## config.mk

```make
export PLATFORM = sky130hd
export DESIGN_NAME = sdram_arbiter_flat
export DESIGN_NICKNAME = d
export VERILOG_FILES = /design/src/rtl/sdram_pkg.sv /design/src/rtl/sdram_arbiter_if.sv /design/src/rtl/sdram_arbiter_rr.sv /design/src/rtl/sdram_arbiter.sv /design/src/flat_wrapper.sv
export SDC_FILE = /design/constraint.sdc
export NUM_CORES = 1
export LEC_CHECK = 0
export CAP_MARGIN = 10
export CORE_ASPECT_RATIO = 0.8
export CORE_MARGIN = 4
export CORE_UTILIZATION = 37
export DETAILED_ROUTE_END_ITERATION = 7
export GPL_TIMING_DRIVEN = 1
export HOLD_SLACK_MARGIN = 0.02
export PLACE_DENSITY = 0.86
export RECOVER_POWER = 100
export SKIP_LAST_GASP = 1
export SYNTH_ARGS = -nofsm -noshare
export SYNTH_HDL_FRONTEND = slang
export SYNTH_SLANG_ARGS = --single-unit
```

## constraint.sdc

```tcl
create_clock -name clk -period 2.9 [get_ports clk]
set_input_delay 0.87 -clock clk [delete_from_list [all_inputs] [get_ports clk]]
set_output_delay 0.87 -clock clk [all_outputs]
set_load 0.05 [all_outputs]
```

## src/rtl/sdram_pkg.sv

```systemverilog
// Shared SDRAM definitions used by the arbiter and the SDRAM controller.
// Holds the default bus widths and the arbiter FSM state encoding.
package sdram_pkg;

    // 13 row + 2 bank + 9 column + 1 byte-select bits
    localparam int SDRAM_ADDR_WIDTH  = 25;
    localparam int SDRAM_DATA_WIDTH  = 16;
    // Wide enough to hold a burst length of 64
    localparam int SDRAM_BURST_WIDTH = 7;

    typedef enum logic [1:0] {
        ST_IDLE  = 2'd0,
        ST_ARB   = 2'd1,
        ST_READ  = 2'd2,
        ST_WRITE = 2'd3
    } arb_state_e;

endpackage

```

## src/rtl/sdram_arbiter_if.sv

```systemverilog
// Burst-capable memory-mapped bus between a requester and a responder.
// Ports (by modport):
//   master : drives address, burstcount, read, write, writedata, byteenable;
//            receives waitrequest, readdata, readdatavalid.
//   slave  : the mirror image of master.
interface sdram_arbiter_if
    import sdram_pkg::*;
#(
    parameter int ADDR_WIDTH  = SDRAM_ADDR_WIDTH,
    parameter int DATA_WIDTH  = SDRAM_DATA_WIDTH,
    parameter int BURST_WIDTH = SDRAM_BURST_WIDTH
);
    logic [ADDR_WIDTH-1:0]   address;
    logic [BURST_WIDTH-1:0]  burstcount;
    logic                    read;
    logic                    write;
    logic [DATA_WIDTH-1:0]   writedata;
    logic [DATA_WIDTH/8-1:0] byteenable;
    logic                    waitrequest;
    logic [DATA_WIDTH-1:0]   readdata;
    logic                    readdatavalid;

    modport master (
        output address, burstcount, read, write, writedata, byteenable,
        input  waitrequest, readdata, readdatavalid
    );

    modport slave (
        input  address, burstcount, read, write, writedata, byteenable,
        output waitrequest, readdata, readdatavalid
    );
endinterface

```

## src/rtl/sdram_arbiter_rr.sv

```systemverilog
// Two-way round-robin selector.
// Ports:
//   req    : request vector, bit N set when master N wants the bus.
//   last   : index of the master served most recently.
//   winner : index of the master to serve next (0 when nobody requests).
module rr_arbiter2 (
    input  logic [1:0] req,
    input  logic       last,
    output logic       winner
);
    // A sole requester always wins; on a tie the master not served last wins.
    always_comb begin
        winner = 1'b0;
        case (req)
            2'b01:   winner = 1'b0;
            2'b10:   winner = 1'b1;
            2'b11:   winner = ~last;
            default: winner = 1'b0;
        endcase
    end
endmodule

```

## src/rtl/sdram_arbiter.sv

```systemverilog
// Two-master burst arbiter in front of a single SDRAM controller port.
// Ports:
//   clk, arst  : clock and asynchronous active-high reset.
//   init_done  : controller initialisation complete; gates leaving IDLE only.
//   m0, m1     : requester buses (slave side of the interface).
//   s          : bus to the SDRAM controller (master side of the interface).
//   grant      : one-hot current owner, 2'b00 while idle or arbitrating.
// A burst is owned end to end: address and burstcount are latched at
// arbitration, the owner's command/data lines pass straight through, and the
// bus is released when the beat counter reaches its last beat.
module sdram_arbiter
    import sdram_pkg::*;
#(
    parameter int ADDR_WIDTH  = SDRAM_ADDR_WIDTH,
    parameter int DATA_WIDTH  = SDRAM_DATA_WIDTH,
    parameter int BURST_WIDTH = SDRAM_BURST_WIDTH
) (
    input  logic             clk,
    input  logic             arst,
    input  logic             init_done,
    sdram_arbiter_if.slave   m0,
    sdram_arbiter_if.slave   m1,
    sdram_arbiter_if.master  s,
    output logic [1:0]       grant
);
    arb_state_e              state_q;
    logic                    owner_q;
    logic                    last_q;
    logic [1:0]              grant_q;
    logic [ADDR_WIDTH-1:0]   addr_q;
    logic [BURST_WIDTH-1:0]  burst_q;
    logic [BURST_WIDTH-1:0]  beats_q;

    logic [1:0]              req_s;
    logic                    winner_s;
    logic                    win_read_s;
    logic [ADDR_WIDTH-1:0]   win_addr_s;
    logic [BURST_WIDTH-1:0]  win_burst_s;
    logic [BURST_WIDTH-1:0]  win_len_s;
    logic                    own_read_s;
    logic                    own_write_s;
    logic [DATA_WIDTH-1:0]   own_wdata_s;
    logic [DATA_WIDTH/8-1:0] own_be_s;
    logic                    beat_fire_s;

    assign req_s = {m1.read | m1.write, m0.read | m0.write};

    rr_arbiter2 u_rr (
        .req    (req_s),
        .last   (last_q),
        .winner (winner_s)
    );

    // Winner-side view, sampled only in ARB
    assign win_read_s  = winner_s ? m1.read       : m0.read;
    assign win_addr_s  = winner_s ? m1.address    : m0.address;
    assign win_burst_s = winner_s ? m1.burstcount : m0.burstcount;
    // A zero burstcount still moves one word
    assign win_len_s   = (win_burst_s == '0) ? BURST_WIDTH'(1) : win_burst_s;

    // Owner-side live signals forwarded while a burst is in flight
    assign own_read_s  = owner_q ? m1.read       : m0.read;
    assign own_write_s = owner_q ? m1.write      : m0.write;
    assign own_wdata_s = owner_q ? m1.writedata  : m0.writedata;
    assign own_be_s    = owner_q ? m1.byteenable : m0.byteenable;

    // One burst beat completes: a returned read word, or an accepted write word
    always_comb begin
        beat_fire_s = 1'b0;
        case (state_q)
            ST_READ:  beat_fire_s = s.readdatavalid;
            ST_WRITE: beat_fire_s = s.write & ~s.waitrequest;
            default:  beat_fire_s = 1'b0;
        endcase
    end

    // Arbitration FSM with latched owner, address, burst length and beat counter
    always_ff @(posedge clk or posedge arst) begin
        if (arst) begin
            state_q <= ST_IDLE;
            owner_q <= 1'b0;
            last_q  <= 1'b1;
            grant_q <= 2'b00;
            addr_q  <= '0;
            burst_q <= '0;
            beats_q <= '0;
        end else begin
            case (state_q)
                ST_IDLE: begin
                    if (init_done && (req_s != 2'b00)) begin
                        state_q <= ST_ARB;
                    end
                end
                ST_ARB: begin
                    if (req_s != 2'b00) begin
                        owner_q <= winner_s;
                        last_q  <= winner_s;
                        grant_q <= winner_s ? 2'b10 : 2'b01;
                        addr_q  <= win_addr_s;
                        burst_q <= win_len_s;
                        beats_q <= win_len_s;
                        state_q <= win_read_s ? ST_READ : ST_WRITE;
                    end else begin
                        state_q <= ST_IDLE;
                    end
                end
                ST_READ, ST_WRITE: begin
                    if (beat_fire_s) begin
                        beats_q <= beats_q - BURST_WIDTH'(1);
                        if (beats_q == BURST_WIDTH'(1)) begin
                            state_q <= ST_IDLE;
                            grant_q <= 2'b00;
                        end
                    end
                end
                default: begin
                    state_q <= ST_IDLE;
                    grant_q <= 2'b00;
                end
            endcase
        end
    end

    assign s.address    = addr_q;
    assign s.burstcount = burst_q;
    // Commands reach the controller only from the state matching the burst type
    assign s.read       = (state_q == ST_READ)  & own_read_s;
    assign s.write      = (state_q == ST_WRITE) & own_write_s;
    assign s.writedata  = own_wdata_s;
    assign s.byteenable = own_be_s;

    // grant_q clears asynchronously, so a reset cuts off stalls and beats at once
    assign m0.waitrequest   = grant_q[0] ? s.waitrequest : 1'b1;
    assign m1.waitrequest   = grant_q[1] ? s.waitrequest : 1'b1;
    assign m0.readdatavalid = grant_q[0] & (state_q == ST_READ) & s.readdatavalid;
    assign m1.readdatavalid = grant_q[1] & (state_q == ST_READ) & s.readdatavalid;
    assign m0.readdata      = s.readdata;
    assign m1.readdata      = s.readdata;

    assign grant = grant_q;
endmodule

```

## src/flat_wrapper.sv

```systemverilog
// flat-port wrapper written by rule: the top's interface ports become plain ports
module sdram_arbiter_flat import sdram_pkg::*;
#(
    parameter int ADDR_WIDTH  = SDRAM_ADDR_WIDTH,
    parameter int DATA_WIDTH  = SDRAM_DATA_WIDTH,
    parameter int BURST_WIDTH = SDRAM_BURST_WIDTH
)
  (clk, arst, init_done, grant, m0_address, m0_burstcount, m0_read, m0_write, m0_writedata, m0_byteenable, m0_waitrequest, m0_readdata, m0_readdatavalid, m1_address, m1_burstcount, m1_read, m1_write, m1_writedata, m1_byteenable, m1_waitrequest, m1_readdata, m1_readdatavalid, s_address, s_burstcount, s_read, s_write, s_writedata, s_byteenable, s_waitrequest, s_readdata, s_readdatavalid);
  sdram_arbiter_if #(.ADDR_WIDTH(ADDR_WIDTH), .DATA_WIDTH(DATA_WIDTH), .BURST_WIDTH(BURST_WIDTH)) m0_i ();
  sdram_arbiter_if #(.ADDR_WIDTH(ADDR_WIDTH), .DATA_WIDTH(DATA_WIDTH), .BURST_WIDTH(BURST_WIDTH)) m1_i ();
  sdram_arbiter_if #(.ADDR_WIDTH(ADDR_WIDTH), .DATA_WIDTH(DATA_WIDTH), .BURST_WIDTH(BURST_WIDTH)) s_i ();
  input  logic clk;
  input  logic arst;
  input  logic init_done;
  output logic [1:0] grant;
  input wire logic [$bits(m0_i.address)-1:0] m0_address;
  input wire logic [$bits(m0_i.burstcount)-1:0] m0_burstcount;
  input wire logic [$bits(m0_i.read)-1:0] m0_read;
  input wire logic [$bits(m0_i.write)-1:0] m0_write;
  input wire logic [$bits(m0_i.writedata)-1:0] m0_writedata;
  input wire logic [$bits(m0_i.byteenable)-1:0] m0_byteenable;
  output wire logic [$bits(m0_i.waitrequest)-1:0] m0_waitrequest;
  output wire logic [$bits(m0_i.readdata)-1:0] m0_readdata;
  output wire logic [$bits(m0_i.readdatavalid)-1:0] m0_readdatavalid;
  input wire logic [$bits(m1_i.address)-1:0] m1_address;
  input wire logic [$bits(m1_i.burstcount)-1:0] m1_burstcount;
  input wire logic [$bits(m1_i.read)-1:0] m1_read;
  input wire logic [$bits(m1_i.write)-1:0] m1_write;
  input wire logic [$bits(m1_i.writedata)-1:0] m1_writedata;
  input wire logic [$bits(m1_i.byteenable)-1:0] m1_byteenable;
  output wire logic [$bits(m1_i.waitrequest)-1:0] m1_waitrequest;
  output wire logic [$bits(m1_i.readdata)-1:0] m1_readdata;
  output wire logic [$bits(m1_i.readdatavalid)-1:0] m1_readdatavalid;
  output wire logic [$bits(s_i.address)-1:0] s_address;
  output wire logic [$bits(s_i.burstcount)-1:0] s_burstcount;
  output wire logic [$bits(s_i.read)-1:0] s_read;
  output wire logic [$bits(s_i.write)-1:0] s_write;
  output wire logic [$bits(s_i.writedata)-1:0] s_writedata;
  output wire logic [$bits(s_i.byteenable)-1:0] s_byteenable;
  input wire logic [$bits(s_i.waitrequest)-1:0] s_waitrequest;
  input wire logic [$bits(s_i.readdata)-1:0] s_readdata;
  input wire logic [$bits(s_i.readdatavalid)-1:0] s_readdatavalid;
  assign m0_i.address = m0_address;
  assign m0_i.burstcount = m0_burstcount;
  assign m0_i.read = m0_read;
  assign m0_i.write = m0_write;
  assign m0_i.writedata = m0_writedata;
  assign m0_i.byteenable = m0_byteenable;
  assign m0_waitrequest = m0_i.waitrequest;
  assign m0_readdata = m0_i.readdata;
  assign m0_readdatavalid = m0_i.readdatavalid;
  assign m1_i.address = m1_address;
  assign m1_i.burstcount = m1_burstcount;
  assign m1_i.read = m1_read;
  assign m1_i.write = m1_write;
  assign m1_i.writedata = m1_writedata;
  assign m1_i.byteenable = m1_byteenable;
  assign m1_waitrequest = m1_i.waitrequest;
  assign m1_readdata = m1_i.readdata;
  assign m1_readdatavalid = m1_i.readdatavalid;
  assign s_address = s_i.address;
  assign s_burstcount = s_i.burstcount;
  assign s_read = s_i.read;
  assign s_write = s_i.write;
  assign s_writedata = s_i.writedata;
  assign s_byteenable = s_i.byteenable;
  assign s_i.waitrequest = s_waitrequest;
  assign s_i.readdata = s_readdata;
  assign s_i.readdatavalid = s_readdatavalid;
  sdram_arbiter #(.ADDR_WIDTH(ADDR_WIDTH), .DATA_WIDTH(DATA_WIDTH), .BURST_WIDTH(BURST_WIDTH)) u_core (.clk(clk), .arst(arst), .init_done(init_done), .m0(m0_i), .m1(m1_i), .s(s_i), .grant(grant));
endmodule
```

==> results of run 1 <==
==> final cells by class <==
class	instances	area, um2	area share
Inverter	8	30.03	0.006434
Clock buffer	6	82.58	0.01769
Timing Repair Buffer	178	1938	0.4153
Tap cell	105	131.4	0.02815
Clock inverter	1	7.507	0.001609
Sequential cell	45	1127	0.2416
Multi-Input combinational cell	216	1350	0.2893
==> cell usage after synthesis, types with 2 or more instances <==
cell | number | area share
nor4_1 | 2 | 0.0043
a22oi_2 | 3 | 0.013
mux2_2 | 19 | 0.074
and3_1 | 3 | 0.0065
a211o_1 | 2 | 0.0061
o22ai_1 | 3 | 0.0065
a22oi_1 | 20 | 0.052
buf_2 | 3 | 0.0052
o32ai_1 | 2 | 0.0061
buf_4 | 33 | 0.086
nor2b_1 | 2 | 0.0043
o21a_1 | 3 | 0.0078
a21oi_1 | 11 | 0.019
buf_6 | 5 | 0.020
dfrtp_1 | 44 | 0.38
a32o_1 | 2 | 0.0069
buf_1 | 2 | 0.0026
o221ai_1 | 2 | 0.0061
ha_1 | 2 | 0.0087
nand2b_1 | 8 | 0.017
nand2_1 | 61 | 0.079
nand3_1 | 6 | 0.010
clkbuf_1 | 4 | 0.0052
nor3b_1 | 2 | 0.0052
o21ai_0 | 13 | 0.023
nand3b_1 | 2 | 0.0052
nor2_1 | 19 | 0.025
inv_1 | 8 | 0.010
nor3_1 | 3 | 0.0052
a31oi_1 | 6 | 0.013
==> state kept, by name (all words and copies together), names as in the netlist <==
| name | cells |
|---|---|
| u_core.s.address | 25 |
| u_core.beats_q | 7 |
| u_core.s.burstcount | 7 |
| u_core.grant | 2 |
| u_core.state_q | 2 |
| u_core.last_q | 1 |
| u_core.owner_q | 1 |
==> power by group <==
part	switching [mW]	internal [mW]
logic	1.72	1.03
registers	0.214	0.920
clock network	0.204	0.189
total	2.14	2.14
==> layer usage <==
layer	vias to the layer above	part of all wire
met4	0	0.0067
li1	1359	-
met1	1373	0.38
met3	5	0.11
met5	-	0
met2	166	0.51
==> repair_timing <==
action	4_1_cts	5_1_grt
hold endpoints to repair	0	0
resized for setup	0	2
setup endpoints to repair	0	1
==> cells in the final DEF, fill, tap and decap left out, types with 8 or more instances in the layout <==
| cell type | Yosys | routed |
|---|---|---|
| inv_1 | 8 | 8 |
| dlygate4sd3_1 | 0 | 37 |
| buf_4 | 33 | 8 |
| nand2_1 | 61 | 61 |
| a22oi_1 | 20 | 21 |
| nand2b_1 | 8 | 8 |
| o21ai_0 | 13 | 13 |
| mux2_1 | 0 | 18 |
| nor2_1 | 19 | 19 |
| dfrtp_1 | 44 | 44 |
| clkdlybuf4s50_1 | 0 | 103 |
| buf_12 | 0 | 21 |
| a21oi_1 | 11 | 11 |
==> worst register-to-register path, stage by stage (launching register included) <==
cell       delay [ns]
dfrtp_1          0.52
nand2b_4         0.23
nor2_1           0.80
a2bb2oi_1        0.28
o21ai_0          0.10
==> cells by family (layout without fill, tap and decap cells) <==
kind of cell	count (synthesis)	count (layout)	share of synthesized area
muxes	21	21	0.08250
adders and majority gates	2	2	0.008683
DFF	45	45	0.3912
buffers and inverters	55	193	0.1290
and+or+nand+nor	115	115	0.1884
AOI/OAI and AO/OA	78	78	0.2002
==> per-stage QoR <==
| step | std cells | worst slack [ns] | hold WS, ns |
|---|---|---|---|
| finish | 559 | 0.04783 | 0.4877 |
| global route | 559 | 0.01282 | 0.5297 |
| CTS | 559 | 0.01645 | 0.5016 |
| detailed placement | 552 | 0.01914 | 0.4804 |
| global placement | 552 | 0.08758 | 0.4709 |
| floorplan | 316 | 0.2911 | 0.4739 |
==> worst paths after layout <==
kind	start	to	slack [ns]	depth (start not counted)
max in group asynchronous	arst	u_core.s.address[13]	0.59	3
min in group asynchronous	arst	u_core.s.address[20]	1.16	2
worst max register to register	u_core.state_q[1]	u_core.grant[1]	0.83	4
worst min register to register	u_core.s.burstcount[4]	u_core.s.burstcount[4]	0.49	2
worst max-delay path	s_waitrequest	m1_waitrequest	0.05	3
worst min-delay path	u_core.s.burstcount[4]	u_core.s.burstcount[4]	0.49	2
==> metrics.md, run 1 <==
| Metric | Value |
|---|---|
| # clock sinks | 45 |
| Total negative setup slack | 0 ns |
| ANT cells | 0 |
| DR DRC count | 0 |
| First-pass GRT wire length | 14,980 um |
| Die Height | 86.93 um |
| H-tree levels | 2 |
| Cell family with most CP delay | buffers and inverters |
| Core Rows | 28 |
| GR Layer Usage met3 | 0.05634 |
| Hold Crit Class | flop to flop |
| Share of the core filled with cells | 0.6225 |
| GPL Wtd Cong | 0.9565 |
| Post-DRT Antenna Nets | 0 |
| DRT Pass-1 Iters | 5 |
| Starting Density | 0.3843 |
| Clock Pin Slew Worst Setup and Hold Paths | 0.08 ns |
| Vias/cell | 5.193 |
| Clock Skew | 0.005837 ns |
| Max stage delay on crit path | 0.68 ns |
| Final Power | 4.284 mW |
| Most used DFF post-synth | dfrtp_1 |
| GRT Total Usage | 0.2023 |
| Worst Tran Pin Value | 1.025 ns |
| Final hold vios | 0 |
| Status | finished, final reports clean |
| CP Launch Type | input pin |
| Post-synth EDFFs | 0 |
| Area grow syn2layout | 61.96% |
| Crit. End Element | output port |
| Post-CTS setup buffers | 0 |
| Gr ovfl total | 0 |
| CP bufs+invs | 2 |
| I/O Buffers | 166 |
| Ys async rst share | 1.000 |
| Min Tclk post-route | 2.852 ns |
| Layout net count | 581 |
| Mapped Nets | 443 |
| Syn. warnings | 0 |
| Placement-stage cell area | 4693 um2 |
| Vias in the first global route | 2,873 |
| Period utilization | 0.9835 |
| DIE WIDTH | 106.7 um |
| Largest net degree at the start of global routing | 30 |
| WS Path Type | input pin to output port |
| Sequential area share after synthesis | 0.3912 |
| Count of state elements after synthesis | 45 |
| Synth Cell Area | 2882 um2 |
| Syn Inst Count | 316 |
| Syn avg cell area | 9.119 um2 |
| Critical path required time | 2.03 ns |
| Final Cell Area | 4667 um2 |
| Crit path max-delay cell type | dlygate4sd3_1 |
| FMAX | 350.6 MHz |
| GR Layer Usage met1 | 0.2422 |
| Final setup viols | 0 |
| CTS buffer count | 5 |
| DRT iter0 DRCs | 198 |
| Area of the core | 7497 um2 |
| DP HPWL | 7894 um |
| Pins over their slew limit | 0 |
| CTS Hold Buffers Added | 0 |
| WP data arrival | 1.98 ns |
| Die footprint | 9272 um2 |
| Pleak | 1.942 nW |
| Clock latency on the worst-skew pair | 0.29 ns |
| Max_slew headroom | 0.3138 |
| PD cells | 918.0 nW/um2 |
| Via Count | 2,903 |
| Routed WL | 9708 um |
| Number of fillers in the final layout | 639 |
| Initial antenna violation count | 0 |
| Share of layout cells above drive strength 1 | 0.1079 |
| Peak VDD IR | 502.8 uV |
| CTS tree | done |
| Wirelength per Cell | 17.37 um |
| # Max-Cap Violations | 0 |
| Crit Path Max Fanout | 5 |
| RSZ-0062 raised after global routing | no |
| Cell variety after synth | 51 |
| Crit path cell chain | dlygate4sd3_1, nand2b_1, clkbuf_2 |
| I/O pins | 215 |
| Clk buf depth | 2 |
| Met2 GRT Util | 0.3657 |
| Busiest grt layer | met2 |
| Clk root buf | clkbuf_8 |
Power figures use the tool's default switching activity.
==> inputs of run 2 (changes only) <==
--- a/config.mk
+++ b/config.mk
@@ -10,6 +10,7 @@
 export CORE_MARGIN = 4
 export CORE_UTILIZATION = 37
 export DETAILED_ROUTE_END_ITERATION = 7
+export GPL_ROUTABILITY_DRIVEN = 0
 export GPL_TIMING_DRIVEN = 1
 export HOLD_SLACK_MARGIN = 0.02
 export PLACE_DENSITY = 0.86
==> run 2 against run 1 <==
  * Via count rose by 0.10%
  * Die area unchanged
  * Worst hold slack worse by 0.0039 ns
  * Combinational power about the same
  * Fmax increased by 1.2%
  * Global-route usage increased by 0.44 points
  * Setup slack gained 0.035 ns
  * Clock power up 25%
  * Count of clock-buffer cells in the layout up 1
  * Largest cell class unchanged
  * Largest power group unchanged
==> metrics.md, run 2 (synthesis results as in run 1) <==
| Metric | Value |
|---|---|
| Status | finished, final reports clean |
| Crit Path Max Fanout | 5 |
| PD cells | 937.9 nW/um2 |
| RSZ-0062 raised after global routing | no |
| Initial antenna violation count | 0 |
| Clock Skew | 0.01122 ns |
| DRT iter0 DRCs | 145 |
| Peak VDD IR | 465.6 uV |
| Share of layout cells above drive strength 1 | 0.1055 |
| Max stage delay on crit path | 0.67 ns |
| Area of the core | 7497 um2 |
| H-tree levels | 2 |
| FMAX | 354.9 MHz |
| Crit path cell chain | dlygate4sd3_1, nand2b_1, buf_2 |
| Post_cts resized | 0 |
| Number of fillers in the final layout | 648 |
| Worst Tran Pin Value | 1.002 ns |
| Total negative setup slack | 0 ns |
| DP HPWL | 7988 um |
| Final setup viols | 0 |
| Period utilization | 0.9715 |
| Clk buf depth | 2 |
| Clock Pin Slew Worst Setup and Hold Paths | 0.08 ns |
| Die Height | 86.93 um |
| Most common cell after layout, fill and taps aside | clkdlybuf4s50_1 |
| Reg2Reg Depth | 4 |
| Clk root buf | clkbuf_8 |
| CTS buffer count | 5 |
| CTS tree | done |
| Vias in the first global route | 2,949 |
| DR DRC count | 0 |
| Gr ovfl total | 0 |
| Crit path depth | 3 |
| Post-DRT Antenna Nets | 0 |
| I/O pins | 215 |
| Post-CTS setup buffers | 0 |
| GRT Total Usage | 0.2067 |
| Area grow syn2layout | 62.05% |
| Multi-input gate area in the final layout | 1350 um2 |
| DRT Pass-1 Iters | 5 |
| Starting Density | 0.3843 |
| First-pass GRT wire length | 15,020 um |
| WP data arrival | 1.95 ns |
| Hold depth | 2 |
| Die footprint | 9272 um2 |
| Hold Crit Class | flop to flop |
| Largest net degree at the start of global routing | 30 |
| Placed Cells incl. Taps | 552 |
| DIE WIDTH | 106.7 um |
| Post-route insts no fill | 560 |
| Routed WL | 9752 um |
| CTS Hold Buffers Added | 0 |
| Crit. End Element | output port |
| Via Count | 2,906 |
| Critical path required time | 2.03 ns |
| # clock sinks | 45 |
| Core Rows | 28 |
| Max_slew headroom | 0.3293 |
| Clock latency on the worst-skew pair | 0.30 ns |
| CP Launch Type | input pin |
| Max reg flops | 25 |
| ANT cells | 0 |
| Cell family with most CP delay | buffers and inverters |
| WS Path Type | input pin to output port |
| Crit path max-delay cell type | dlygate4sd3_1 |
| Most frequent cells in the layout | clkdlybuf4s50_1, nand2_1, dfrtp_1, dlygate4sd3_1, a22oi_1 |
| Vias/cell | 5.189 |
| Min Tclk post-route | 2.817 ns |
| # Max-Cap Violations | 0 |
| I/O Buffers | 166 |
| Final Power | 4.379 mW |
| Wirelength per Cell | 17.41 um |
| Final hold vios | 0 |
| CP bufs+invs | 2 |
| Pins over their slew limit | 0 |
| Layout net count | 581 |
| Reg area | 1127 um2 |
| Hold_ws | 0.4838 ns |
| Share of the core filled with cells | 0.6228 |
| Pleak | 1.933 nW |
-- run 2: changes by cell type in the layout (fill, tap and decap cells not counted), moves of 2 or more --
cell,delta
dlymetal6s2s_1,-2
clkbuf_1,+2
clkdlybuf4s50_1,+3
buf_4,-2
-- run 2: power by group --
part           total (mW)  switching (mW)  leakage, nW  internal [mW]
Sequential           1.13           0.211        0.520          0.919
Combinational        2.76            1.72         1.35           1.03
Clock               0.493           0.212       0.0585          0.281
-- run 2: stage by stage --
step	setup WS, ns	area [um2]
6_report	0.08252	4669
5_1_grt	0.03740	4669
4_1_cts	0.04041	4810
3_5_place_dp	0.04360	4693
3_3_place_gp	0.08795	4693
2_1_floorplan	0.2911	2887
-- run 2: final timing paths --
check	start	endpoint	slack, ns
min	u_core.s.burstcount[1]	u_core.s.burstcount[1]	0.48
min reg2reg	u_core.s.burstcount[1]	u_core.s.burstcount[1]	0.48
max	s_waitrequest	m1_waitrequest	0.08
max in group asynchronous	arst	u_core.s.address[7]	0.64
max reg2reg	u_core.state_q[1]	u_core.grant[1]	0.84
min in group asynchronous	arst	u_core.s.address[12]	1.20
-- run 2: cell type report --
class / instances / share of cell area
clock buffers: 7 / 0.01849
clock inverters: 1 / 0.006431
inverters: 8 / 0.006431
multi-input cells: 216 / 0.2891
flip-flops and latches: 45 / 0.2414
well taps: 105 / 0.02814
repair buffers: 178 / 0.4100
-- run 2: worst register-to-register path: cells and delay by family, from the launching register on --
| kind | cells | cell delay, ns |
|---|---|---|
| AO/OA/AOI/OAI | 2 | 0.40 |
| flip-flops | 1 | 0.51 |
| AND/OR/NAND/NOR | 2 | 1.00 |
-- run 2: layer usage --
| metal | track usage | up-vias | wire [um] |
|---|---|---|---|
| li1 | - | 1365 | - |
| met2 | 0.3691 | 177 | 4841 |
| met1 | 0.2301 | 1352 | 3638 |
| met3 | 0.07784 | 12 | 1077 |
| met4 | 0.06388 | 0 | 195 |
| met5 | 0 | - | 0 |
